[src/rtl/riscv_v_pkg.sv]
// riscv_v_pkg
// Shared types for the vector permutation path: widths, the permutation op
// and osize encodings, the sequencer state type, and the osize decoder used
// to build the ALU control vectors and the writeback byte enables.
package riscv_v_pkg;

  localparam int RISCV_DATA_WIDTH         = 32;
  localparam int RISCV_V_DATA_WIDTH       = 128;
  localparam int RISCV_V_NUM_VALID_OSIZES = 4;
  localparam int RISCV_V_BE_WIDTH         = RISCV_V_DATA_WIDTH / 8;

  typedef enum logic [1:0] {
    PERM_NOP = 2'd0,
    PERM_I2V = 2'd1,
    PERM_V2I = 2'd2,
    PERM_RSV = 2'd3
  } riscv_v_perm_op_e;

  typedef enum logic [1:0] {
    OSIZE_BYTE  = 2'd0,
    OSIZE_HALF  = 2'd1,
    OSIZE_WORD  = 2'd2,
    OSIZE_DWORD = 2'd3
  } riscv_v_osize_e;

  typedef enum logic [1:0] {
    ST_IDLE = 2'd0,
    ST_EXEC = 2'd1,
    ST_RESP = 2'd2
  } riscv_v_perm_state_e;

  typedef struct packed {
    logic [RISCV_V_NUM_VALID_OSIZES-1:0] onehot;
    logic [RISCV_V_NUM_VALID_OSIZES-1:0] therm;
    logic [RISCV_V_BE_WIDTH-1:0]         byte_en;
  } riscv_v_osize_dec_t;

  // onehot: bit osize set; therm: bit i set when osize >= i;
  // byte_en: low 2**osize byte lanes set.
  function automatic riscv_v_osize_dec_t riscv_v_osize_decode(input riscv_v_osize_e osize);
    riscv_v_osize_dec_t d;
    d.onehot  = '0;
    d.therm   = '0;
    d.byte_en = '0;
    for (int i = 0; i < RISCV_V_NUM_VALID_OSIZES; i++) begin
      d.onehot[i] = (int'(osize) == i);
      d.therm[i]  = (int'(osize) >= i);
    end
    case (osize)
      OSIZE_BYTE:  d.byte_en = 16'h0001;
      OSIZE_HALF:  d.byte_en = 16'h0003;
      OSIZE_WORD:  d.byte_en = 16'h000F;
      default:     d.byte_en = 16'h00FF;
    endcase
    return d;
  endfunction

endpackage

[src/rtl/riscv_v_permutation_ctrl.sv]
// riscv_v_permutation_ctrl
// Sequencer between vector issue, the external permutation ALU and the
// scalar / vector register-file writeback ports.
//   clk, rst_n, flush              clock, async active-low reset, sync kill
//   req_*                          issue request (valid/ready handshake)
//   alu_*                          drive to / results from the permutation ALU
//   int_wb_*                       scalar writeback (V2I results)
//   vec_wb_*                       vector writeback (I2V results)
//   busy, perm_done_cnt            status
//
// state   | meaning
// --------+-----------------------------------------------------------
// IDLE    | ready for a request; NOP / reserved ops are dropped here
// EXEC    | ALU driven from operand registers, result captured
// RESP    | result held on the selected writeback port until ready
module riscv_v_permutation_ctrl
  import riscv_v_pkg::*;
(
  input  logic                                clk,
  input  logic                                rst_n,
  input  logic                                flush,
  input  logic                                req_valid,
  output logic                                req_ready,
  input  logic [1:0]                          req_op,
  input  logic [1:0]                          req_osize,
  input  logic [4:0]                          req_dst,
  input  logic [RISCV_DATA_WIDTH-1:0]         req_scalar,
  input  logic [RISCV_V_DATA_WIDTH-1:0]       req_vec,
  output logic                                alu_is_i2v,
  output logic                                alu_is_v2i,
  output logic [RISCV_V_DATA_WIDTH-1:0]       alu_srca,
  output logic [RISCV_V_DATA_WIDTH-1:0]       alu_srcb,
  output logic [RISCV_V_NUM_VALID_OSIZES-1:0] alu_osize_vector,
  output logic [RISCV_V_NUM_VALID_OSIZES-1:0] alu_osize_greater_vector,
  input  logic [RISCV_DATA_WIDTH-1:0]         alu_int_result,
  input  logic [RISCV_V_DATA_WIDTH-1:0]       alu_vec_result,
  output logic                                int_wb_valid,
  input  logic                                int_wb_ready,
  output logic [RISCV_DATA_WIDTH-1:0]         int_wb_data,
  output logic [4:0]                          int_wb_rd,
  output logic                                vec_wb_valid,
  input  logic                                vec_wb_ready,
  output logic [RISCV_V_DATA_WIDTH-1:0]       vec_wb_data,
  output logic [4:0]                          vec_wb_vd,
  output logic [RISCV_V_BE_WIDTH-1:0]         vec_wb_byte_en,
  output logic                                busy,
  output logic [15:0]                         perm_done_cnt
);

  riscv_v_perm_state_e r_state, w_state_nxt;

  riscv_v_perm_op_e                    r_op;
  logic [4:0]                          r_dst;
  logic [RISCV_DATA_WIDTH-1:0]         r_srca;
  logic [RISCV_V_DATA_WIDTH-1:0]       r_srcb;
  logic [RISCV_V_NUM_VALID_OSIZES-1:0] r_osize_vec;
  logic [RISCV_V_NUM_VALID_OSIZES-1:0] r_osize_gt_vec;
  logic [RISCV_V_BE_WIDTH-1:0]         r_byte_en;
  logic [RISCV_DATA_WIDTH-1:0]         r_int_res;
  logic [RISCV_V_DATA_WIDTH-1:0]       r_vec_res;
  logic [15:0]                         r_cnt;

  logic               w_fire;
  logic               w_start;
  riscv_v_osize_dec_t w_dec;

  assign w_dec = riscv_v_osize_decode(riscv_v_osize_e'(req_osize));

  always_comb begin
    w_fire      = 1'b0;
    w_start     = 1'b0;
    req_ready   = 1'b0;
    w_state_nxt = r_state;

    if (r_state == ST_RESP) begin
      w_fire = (r_op == PERM_V2I) ? int_wb_ready : vec_wb_ready;
    end
    req_ready = (r_state == ST_IDLE) | w_fire;
    // Only real ops leave IDLE; NOP and reserved are consumed and dropped.
    w_start   = req_valid & req_ready & ~flush &
                ((req_op == PERM_I2V) | (req_op == PERM_V2I));

    case (r_state)
      ST_IDLE: if (w_start) w_state_nxt = ST_EXEC;
      ST_EXEC: w_state_nxt = ST_RESP;
      ST_RESP: if (w_fire) w_state_nxt = w_start ? ST_EXEC : ST_IDLE;
      default: w_state_nxt = ST_IDLE;
    endcase

    if (flush) w_state_nxt = ST_IDLE;
  end

  always_ff @(posedge clk or negedge rst_n) begin
    if (!rst_n) r_state <= ST_IDLE;
    else        r_state <= w_state_nxt;
  end

  always_ff @(posedge clk or negedge rst_n) begin
    if (!rst_n) begin
      r_op           <= PERM_NOP;
      r_dst          <= '0;
      r_srca         <= '0;
      r_srcb         <= '0;
      r_osize_vec    <= '0;
      r_osize_gt_vec <= '0;
      r_byte_en      <= '0;
      r_int_res      <= '0;
      r_vec_res      <= '0;
      r_cnt          <= '0;
    end else begin
      // Osize vectors only change on acceptance, so they hold outside EXEC.
      if (w_start) begin
        r_op           <= riscv_v_perm_op_e'(req_op);
        r_dst          <= req_dst;
        r_srca         <= req_scalar;
        r_srcb         <= req_vec;
        r_osize_vec    <= w_dec.onehot;
        r_osize_gt_vec <= w_dec.therm;
        r_byte_en      <= w_dec.byte_en;
      end
      if ((r_state == ST_EXEC) && !flush) begin
        r_int_res <= alu_int_result;
        r_vec_res <= alu_vec_result;
      end
      if (w_fire && !flush) begin
        r_cnt <= r_cnt + 16'd1;
      end
    end
  end

  assign alu_is_i2v               = (r_state == ST_EXEC) & (r_op == PERM_I2V);
  assign alu_is_v2i               = (r_state == ST_EXEC) & (r_op == PERM_V2I);
  assign alu_srca                 = {{(RISCV_V_DATA_WIDTH-RISCV_DATA_WIDTH){1'b0}}, r_srca};
  assign alu_srcb                 = r_srcb;
  assign alu_osize_vector         = r_osize_vec;
  assign alu_osize_greater_vector = r_osize_gt_vec;

  assign int_wb_valid   = (r_state == ST_RESP) & (r_op == PERM_V2I);
  assign int_wb_data    = r_int_res;
  assign int_wb_rd      = r_dst;
  assign vec_wb_valid   = (r_state == ST_RESP) & (r_op == PERM_I2V);
  assign vec_wb_data    = r_vec_res;
  assign vec_wb_vd      = r_dst;
  assign vec_wb_byte_en = r_byte_en;

  assign busy          = (r_state != ST_IDLE);
  assign perm_done_cnt = r_cnt;

endmodule

[config.mk]
export PLATFORM = sky130hd
export DESIGN_NAME = riscv_v_permutation_ctrl
export DESIGN_NICKNAME = d
export VERILOG_FILES = /design/src/rtl/riscv_v_pkg.sv /design/src/rtl/riscv_v_permutation_ctrl.sv
export SDC_FILE = /design/constraint.sdc
export NUM_CORES = 1
export LEC_CHECK = 0
export ABC_AREA = 0
export CELL_PAD_IN_SITES_DETAIL_PLACEMENT = 1
export CELL_PAD_IN_SITES_GLOBAL_PLACEMENT = 1
export CORE_AREA = 2 2 317 319
export DETAILED_ROUTE_END_ITERATION = 8
export DIE_AREA = 0 0 319 321
export GPL_TIMING_DRIVEN = 0
export PLACE_DENSITY_LB_ADDON = 0.3
export RECOVER_POWER = 50
export SYNTH_ARGS = -nofsm -noshare
export SYNTH_HDL_FRONTEND = slang
export SYNTH_SLANG_ARGS = --single-unit
[constraint.sdc]
create_clock -name clk -period 2.5 [get_ports clk]
set_input_delay 0.25 -clock clk [delete_from_list [all_inputs] [get_ports clk]]
set_output_delay 0.25 -clock clk [all_outputs]
set_load 0.01 [all_outputs]
==> results of run 1 <==
-- routing by layer --
layer / routed length, um / share of wire / vias to the layer above
met3: 4970 / 0.093 / 69
met4: 1450 / 0.027 / 0
met5: 0 / 0 / -
li1: - / - / 4652
met2: 27900 / 0.52 / 449
met1: 19200 / 0.36 / 5119
-- timing repair --
| item | CTS | global route |
|---|---|---|
| hold buffers | 1 | 0 |
| hold endpoints to repair | 132 | 0 |
| gates resized for setup | 3 | 0 |
| endpoints found under the setup margin | 101 | 0 |
| buffers inserted | 1 | 0 |
-- cell type report --
class	count	area, um2
Tap cell	1298	1620
Multi-Input combinational cell	506	4880
Sequential cell	353	8830
Buffer	154	1120
Timing Repair Buffer	707	7110
Inverter	5	18.8
Clock inverter	13	141
Fill cell	11000	74200
Antenna cell	2	5.00
Clock buffer	66	1320
-- kinds of logic (layout without fill, tap and decap cells) --
family                   after synthesis  after routing
AO/OA/AOI/OAI                          8              8
XOR/XNOR                              16             16
adder cells (fa/ha/maj)                1              1
buffers and inverters                159            945
flip-flops                           353            353
multiplexers                         331            331
other                                  1            106
AND/OR/NAND/NOR                       46             46
-- cell usage in the layout (no fill, tap or decap), types with 8 or more instances in the layout --
cell type	count
clkbuf_1	12
clkbuf_8	9
xor2_1	8
buf_4	117
conb_1	104
buf_6	9
mux2_2	252
dlygate4sd3_1	178
xnor2_1	8
dfrtp_1	353
clkdlybuf4s50_1	524
nor2_1	15
mux2_4	78
buf_2	27
clkbuf_16	46
-- registers in the layout (all words and copies together), names as in the netlist --
register	count
alu_srcb	128
vec_wb_data	128
int_wb_data	32
r_srca	32
perm_done_cnt	16
int_wb_rd	5
alu_osize_greater_vector	3
alu_osize_vector	3
r_op	2
r_state	2
vec_wb_byte_en	2
-- where the power goes --
group	switching [W]	total (W)	internal [W]
combinational	0.00274	0.00719	0.00445
sequential	0.000890	0.00821	0.00732
clock	0.00261	0.00647	0.00385
total	0.00624	0.0219	0.0156
-- path summary, 6_finish.rpt --
kind	startpoint	to	slack [ps]	depth (start not counted)
setup / recovery	r_op[0]$_DFFE_PN0P_	req_ready	160	4
hold / removal	alu_int_result[21]	int_wb_data[21]$_DFFE_PN0P_	270	2
setup reg to reg	r_state[1]$_DFFE_PN0P_	int_wb_data[5]$_DFFE_PN0P_	290	5
hold reg to reg	perm_done_cnt[15]$_DFFE_PN0P_	perm_done_cnt[15]$_DFFE_PN0P_	460	1
max in group asynchronous	rst_n	int_wb_data[11]$_DFFE_PN0P_	320	4
min in group asynchronous	rst_n	alu_srcb[34]$_DFFE_PN0P_	430	2
-- worst reg2reg max path, stage by stage (launching register included) --
cell and delay, ps:
dfrtp_1 430, nand2b_1 260, nor2_4 270, clkbuf_2 340
buf_2 410, mux2_2 400
-- per-stage QoR --
step / std cells / total power [W]
4_1_cts: 3102 / 0.0228
2_1_floorplan: 1018 / 0.0111
3_5_place_dp: 3021 / 0.0160
5_1_grt: 3103 / 0.0232
3_3_place_gp: 3018 / 0.0159
6_report: 3104 / 0.0219
==> summary.md, run 1 <==
| Metric | Value |
|---|---|
| Core ar. | `0.0993 mm2` |
| Hold crit path type | `in -> reg` |
| Clock transition at the registers of the reported paths | `60 ps` |
| Cell variety after synth | `29` |
| Result of the run | `completed` |
| Fin util | `0.252` |
| IO Pins | `807` |
| Post-synth EDFFs | `0` |
| Seq/Total Area, Yosys | `0.611` |
| Sink Count | `around 350` |
| Dpl ws | `-570 ps` |
| Vias/cell | `3.31` |
| Largest net degree at the start of global routing | `115` |
| Root buffer cell | `clkbuf_16` |
| Clock Path Buffers | `3` |
| Total grt overflow | `0` |
| CTS tree | `built` |
| Power per cell area | `873 mW/mm2` |
| CP max FO | `3` |
| CP cell instances | `nand2b_4 > mux2i_1 > a21oi_1 > clkdlybuf4s50_1` |
| First-pass GRT wire length | `77,600 um` |
| Prevailing post-synth register cell | `dfrtp_1` |
| Cell Area, Synth | `between 0.01 and 0.015 mm2` |
| Design area | `0.0250 mm2` |
| Detailed Route WL | `about 54,000 um` |
| Post-Synthesis Cells | `915` |
| Buffers plus inverters on the worst setup path | `1` |
| Setup TNS | `0 ps` |
| Synth Area in XOR/XNOR | `0.00969` |
| Compound-cell area share of the yosys netlist | `0.00277` |
| Yosys reg bits | `353` |
| Leakage power | `10.7 nW` |
| Synth cell count leaders | `dfrtp_1, mux2_2, buf_4, mux2_4, buf_2` |
| Count leader, synth | `dfrtp_1` |
| RD Place Congestion | `0.770` |
| Worst-Margin Slew | `1180 ps` |
| GRT busiest layer | `met2` |
| Final slew viol count | `0` |
| Rows | `116` |
| Layout area overhead | `73.1%` |
| Met3 GRT Util | `0.0417` |
| Critical path arrival | `~2100 ps` |
| Vias in the first global route | `between 10,000 and 15,000` |
| Setup Skew | `approximately 10 ps` |
| Pre-antenna DRT Iters | `4` |
| Combinational family with the most area after synthesis | `multiplexers` |
| Ys Warns | `0` |
| Max Cap Viol | `0` |
| Cell taking the most area after synthesis | `dfrtp_1` |
| Initial Util | `0.146` |
| Total GRT Usage | `0.101` |
| DIE AREA | `0.102 mm2` |
| CTS buffer count | `46` |
| RSZ-0062 raised after global routing | `false` |
| DIE HEIGHT | `321 um` |
| # DRC | `0` |
| WHS | `265 ps` |
| Post-DP HPWL | `42,700 um` |
| Placed Instance Area | `0.0236 mm2` |
| # setup viols final | `0` |
| Met2 GRT Util | `0.182` |
| Crit path required time | `about 2300 ps` |
| Final Hold Vio Count | `0` |
| M1 GR Usage | `0.106` |
| Clk_lat worst skew | `590 ps` |
| H-tree levels | `2` |
| Fmax | `428 MHz` |
| Final Worst Setup Slack | `162 ps` |
| Crit path time final | `roughly 2300 ps` |
| Horiz. Die Dim | `319 um` |
| Peak VDD IR | `0.461 mV` |
| Ys async rst share | `1.00` |
| Slew headroom | `0.216` |
| Crit-path slowest cell | `clkdlybuf4s50_1` |
| CP Capture Type | `output pin` |
| Multiplexer share of the synthesized area | `0.279` |
| Layout cells sized above 1 | `0.313` |
| WL per Instance | `approximately 17 um` |
| Fin crit share | `0.935` |
| Initial antenna violation count | `1` |
| Critical path type | `reg -> out` |
| Delay of the slowest critical-path stage | `610 ps` |
| Post-DRT Antenna Nets | `0` |
| Fin nets | `2,109` |
| Synth Area in Adders | `0.000865` |
| Post-synth top area share | `0.611` |
| Synth Area per Inst | `between 15 and 20 um2` |
| CP Launch Type | `register` |
| I/O Buffers | `702` |
| Vias | `about 10,000` |
| CP top delay family | `buffers and inverters` |
| DRT iter0 DRCs | `230` |
| Post-Synth Simple-Gate Area | `0.0187` |
| Largest cells by area after synthesis | `dfrtp_1, mux2_2, mux2_4` |
Power figures use the tool's default switching activity.
==> run 2, diff against run 1 <==
SLEW_MARGIN = 10   (was default)
==> summary.md, run 2 (synthesis gave the netlist of run 1 again) <==
| Metric | Value |
|---|---|
| CP Launch Type | `register` |
| Fin nets | `2,108 (-0.047%)` |
| I/O Buffers | `702 (unchanged)` |
| Critical path type | `reg -> out` |
| DIE HEIGHT | `321 um (unchanged)` |
| Post-DP HPWL | `42,600 um (-0.21%)` |
| Largest net degree at the start of global routing | `102 (-11%)` |
| # setup viols final | `0 (unchanged)` |
| IO Pins | `807 (unchanged)` |
| Vias | `10,300 (-0.35%)` |
| Fin crit share | `0.937 (+0.00162)` |
| Core ar. | `0.0993 mm2 (unchanged)` |
| Max Cap Viol | `0 (unchanged)` |
| Power per cell area | `879 mW/mm2 (+0.74%)` |
| RD Place Congestion | `0.770 (unchanged)` |
| Layout area overhead | `73.9%` |
| Detailed Route WL | `53,800 um (+0.49%)` |
| Leakage power | `10.7 nW (+0.68%)` |
| Final slew viol count | `0 (unchanged)` |
| Total grt overflow | `0 (unchanged)` |
| Comb pwr share | `0.321 (-0.008)` |
| Clock transition at the registers of the reported paths | `60 ps (about the same)` |
| Delay of the slowest critical-path stage | `600 ps (about the same)` |
| Pre-antenna DRT Iters | `4 (unchanged)` |
| CP cell instances | `nand2b_1 > nor2_1 > clkdlybuf4s50_1` |
| Root buffer cell | `clkbuf_16` |
| Horiz. Die Dim | `319 um (unchanged)` |
| Filler cells | `11,000 (-0.20%)` |
| Hold crit path type | `in -> reg` |
| CP max FO | `6 (+3)` |
| Setup bufs post-CTS | `0 (-1)` |
| CTS buffer count | `46 (unchanged)` |
| Power Internal | `0.0159 W (+1.6%)` |
| Most frequent cells in the layout | `clkdlybuf4s50_1, dfrtp_1, mux2_2` |
| Peak VDD IR | `0.422 mV (-8.4%)` |
| Sw Ratio | `0.282 (-0.00297)` |
| Vias in the first global route | `11,700 (-0.10%)` |
| Leading cell type in the layout, fill and taps excluded | `clkdlybuf4s50_1` |
| Result of the run | `completed` |
| RSZ-0062 raised after global routing | `false` |
| Psw | `0.00625 W (+0.15%)` |
| DRT iter0 DRCs | `176 (-23%)` |
| Clk_lat worst skew | `590 ps (about the same)` |
| Fmax | `427 MHz (-0.17%)` |
| Crit path required time | `2250 ps (about the same)` |
| Initial antenna violation count | `1 (unchanged)` |
| # DRC | `0 (unchanged)` |
| WL per Instance | `17.3 um (+0.42%)` |
| Seq pwr share | `0.370 (-0.005)` |
| CTS tree | `built` |
| CP Capture Type | `output pin` |
| Layout cells sized above 1 | `0.316 (+0.00298)` |
| Design area | `0.0252 mm2 (+0.46%)` |
| Initial Util | `0.146 (unchanged)` |
| Rows | `116 (unchanged)` |
| Crit-path slowest cell | `clkdlybuf4s50_1` |
| Worst-Margin Slew | `1460 ps (+282 ps)` |
| Vias/cell | `3.30 (-0.41%)` |
| Critical path arrival | `2090 ps (about the same)` |
| WHS | `267 ps (+1.99 ps)` |
| Slew headroom | `0.0285 (-0.188)` |
| Clock Path Buffers | `3 (unchanged)` |
| Post-DRT Antenna Nets | `0 (unchanged)` |
| Setup Skew | `14.5 ps (+4.32 ps)` |
| Total GRT Usage | `0.102 (+0.000935)` |
| Clock share of power | `0.309 (+0.013)` |
| Final Hold Vio Count | `0 (unchanged)` |
| Crit path time final | `2340 ps (+4.06 ps)` |
| Sink Count | `353 (unchanged)` |
| First-pass GRT wire length | `78,500 um (+1.2%)` |
| Placed Instance Area | `0.0236 mm2 (unchanged)` |
| DIE AREA | `0.102 mm2 (unchanged)` |
| H-tree levels | `2 (unchanged)` |
run 2: cell count changes in the layout (fill, tap and decap cells not counted), moves of 2 or more:
cell	delta
dlygate4sd3_1	+59
clkinvlp_4	+2
clkdlybuf4s50_1	-60
clkbuf_4	+2
clkbuf_16	+3
clkbuf_8	+6
inv_6	-2
clkbuf_1	-4
run 2: final cells by class:
cell class	count	area, um2	share of cell area
Clock buffer	72	1460	0.0581
Sequential cell	353	8830	0.351
Multi-Input combinational cell	506	4880	0.194
Tap cell	1298	1620	0.0645
Timing Repair Buffer	706	7110	0.282
Buffer	154	1120	0.0446
Clock inverter	10	109	0.00433
Inverter	5	18.8	0.000746
Antenna cell	2	5.00	0.000199
run 2: worst paths after layout:
| path | start | to | slack [ps] | cells after the start |
|---|---|---|---|---|
| min reg2reg | perm_done_cnt[15]$_DFFE_PN0P_ | perm_done_cnt[15]$_DFFE_PN0P_ | 470 | 1 |
| min | req_vec[44] | alu_srcb[44]$_DFFE_PN0P_ | 270 | 2 |
| max | r_state[1]$_DFFE_PN0P_ | alu_is_i2v | 160 | 3 |
| max reg2reg | r_state[1]$_DFFE_PN0P_ | int_wb_data[5]$_DFFE_PN0P_ | 250 | 5 |
| max in group asynchronous | rst_n | vec_wb_data[5]$_DFFE_PN0P_ | 370 | 4 |
| min in group asynchronous | rst_n | alu_srcb[34]$_DFFE_PN0P_ | 510 | 2 |
run 2: repair_timing:
action,4_1_cts,5_1_grt
endpoints found under the hold margin,94,0
hold buffers,1,0
gates resized for setup,4,1
setup endpoints to repair,101,4
gates cloned,0,0
run 2: metrics by stage:
stage          total power [W]  TNS [ps]  worst slack [ps]   util  instances
6_report                0.0221         0               158  0.253       3106
3_5_place_dp            0.0160    -71130              -569  0.238       3021
5_1_grt                 0.0234         0              10.5  0.253       3105
2_1_floorplan           0.0111         0               708      -       1018
4_1_cts                 0.0232         0              30.9  0.254       3104
3_3_place_gp            0.0159  -5491840            -15450  0.237       3018
run 2: power by group through the flow:
stage | clock network (W) | registers, W | logic (W)
5_1_grt | 0.00739 | 0.00846 | 0.00754
3_3_place_gp | 0 | 0.00832 | 0.00759
6_report | 0.00684 | 0.00819 | 0.00710
2_1_floorplan | 0 | 0.00898 | 0.00208
4_1_cts | 0.00717 | 0.00830 | 0.00769
3_5_place_dp | 0 | 0.00835 | 0.00766
run 2: per-layer routing:
metal | track usage | vias up | part of all wire
met5 | 0 | - | 0
met4 | 0.0325 | 0 | 0.022
met3 | 0.0393 | 61 | 0.088
met2 | 0.183 | 446 | 0.52
met1 | 0.110 | 5084 | 0.37
li1 | - | 4662 | -
run 2: worst max-delay path, delay by kind of cell (launching register included):
kind,cells,cell delay (ps)
AND/OR/NAND/NOR,2,470
buffers and inverters,1,600
flip-flops,1,430
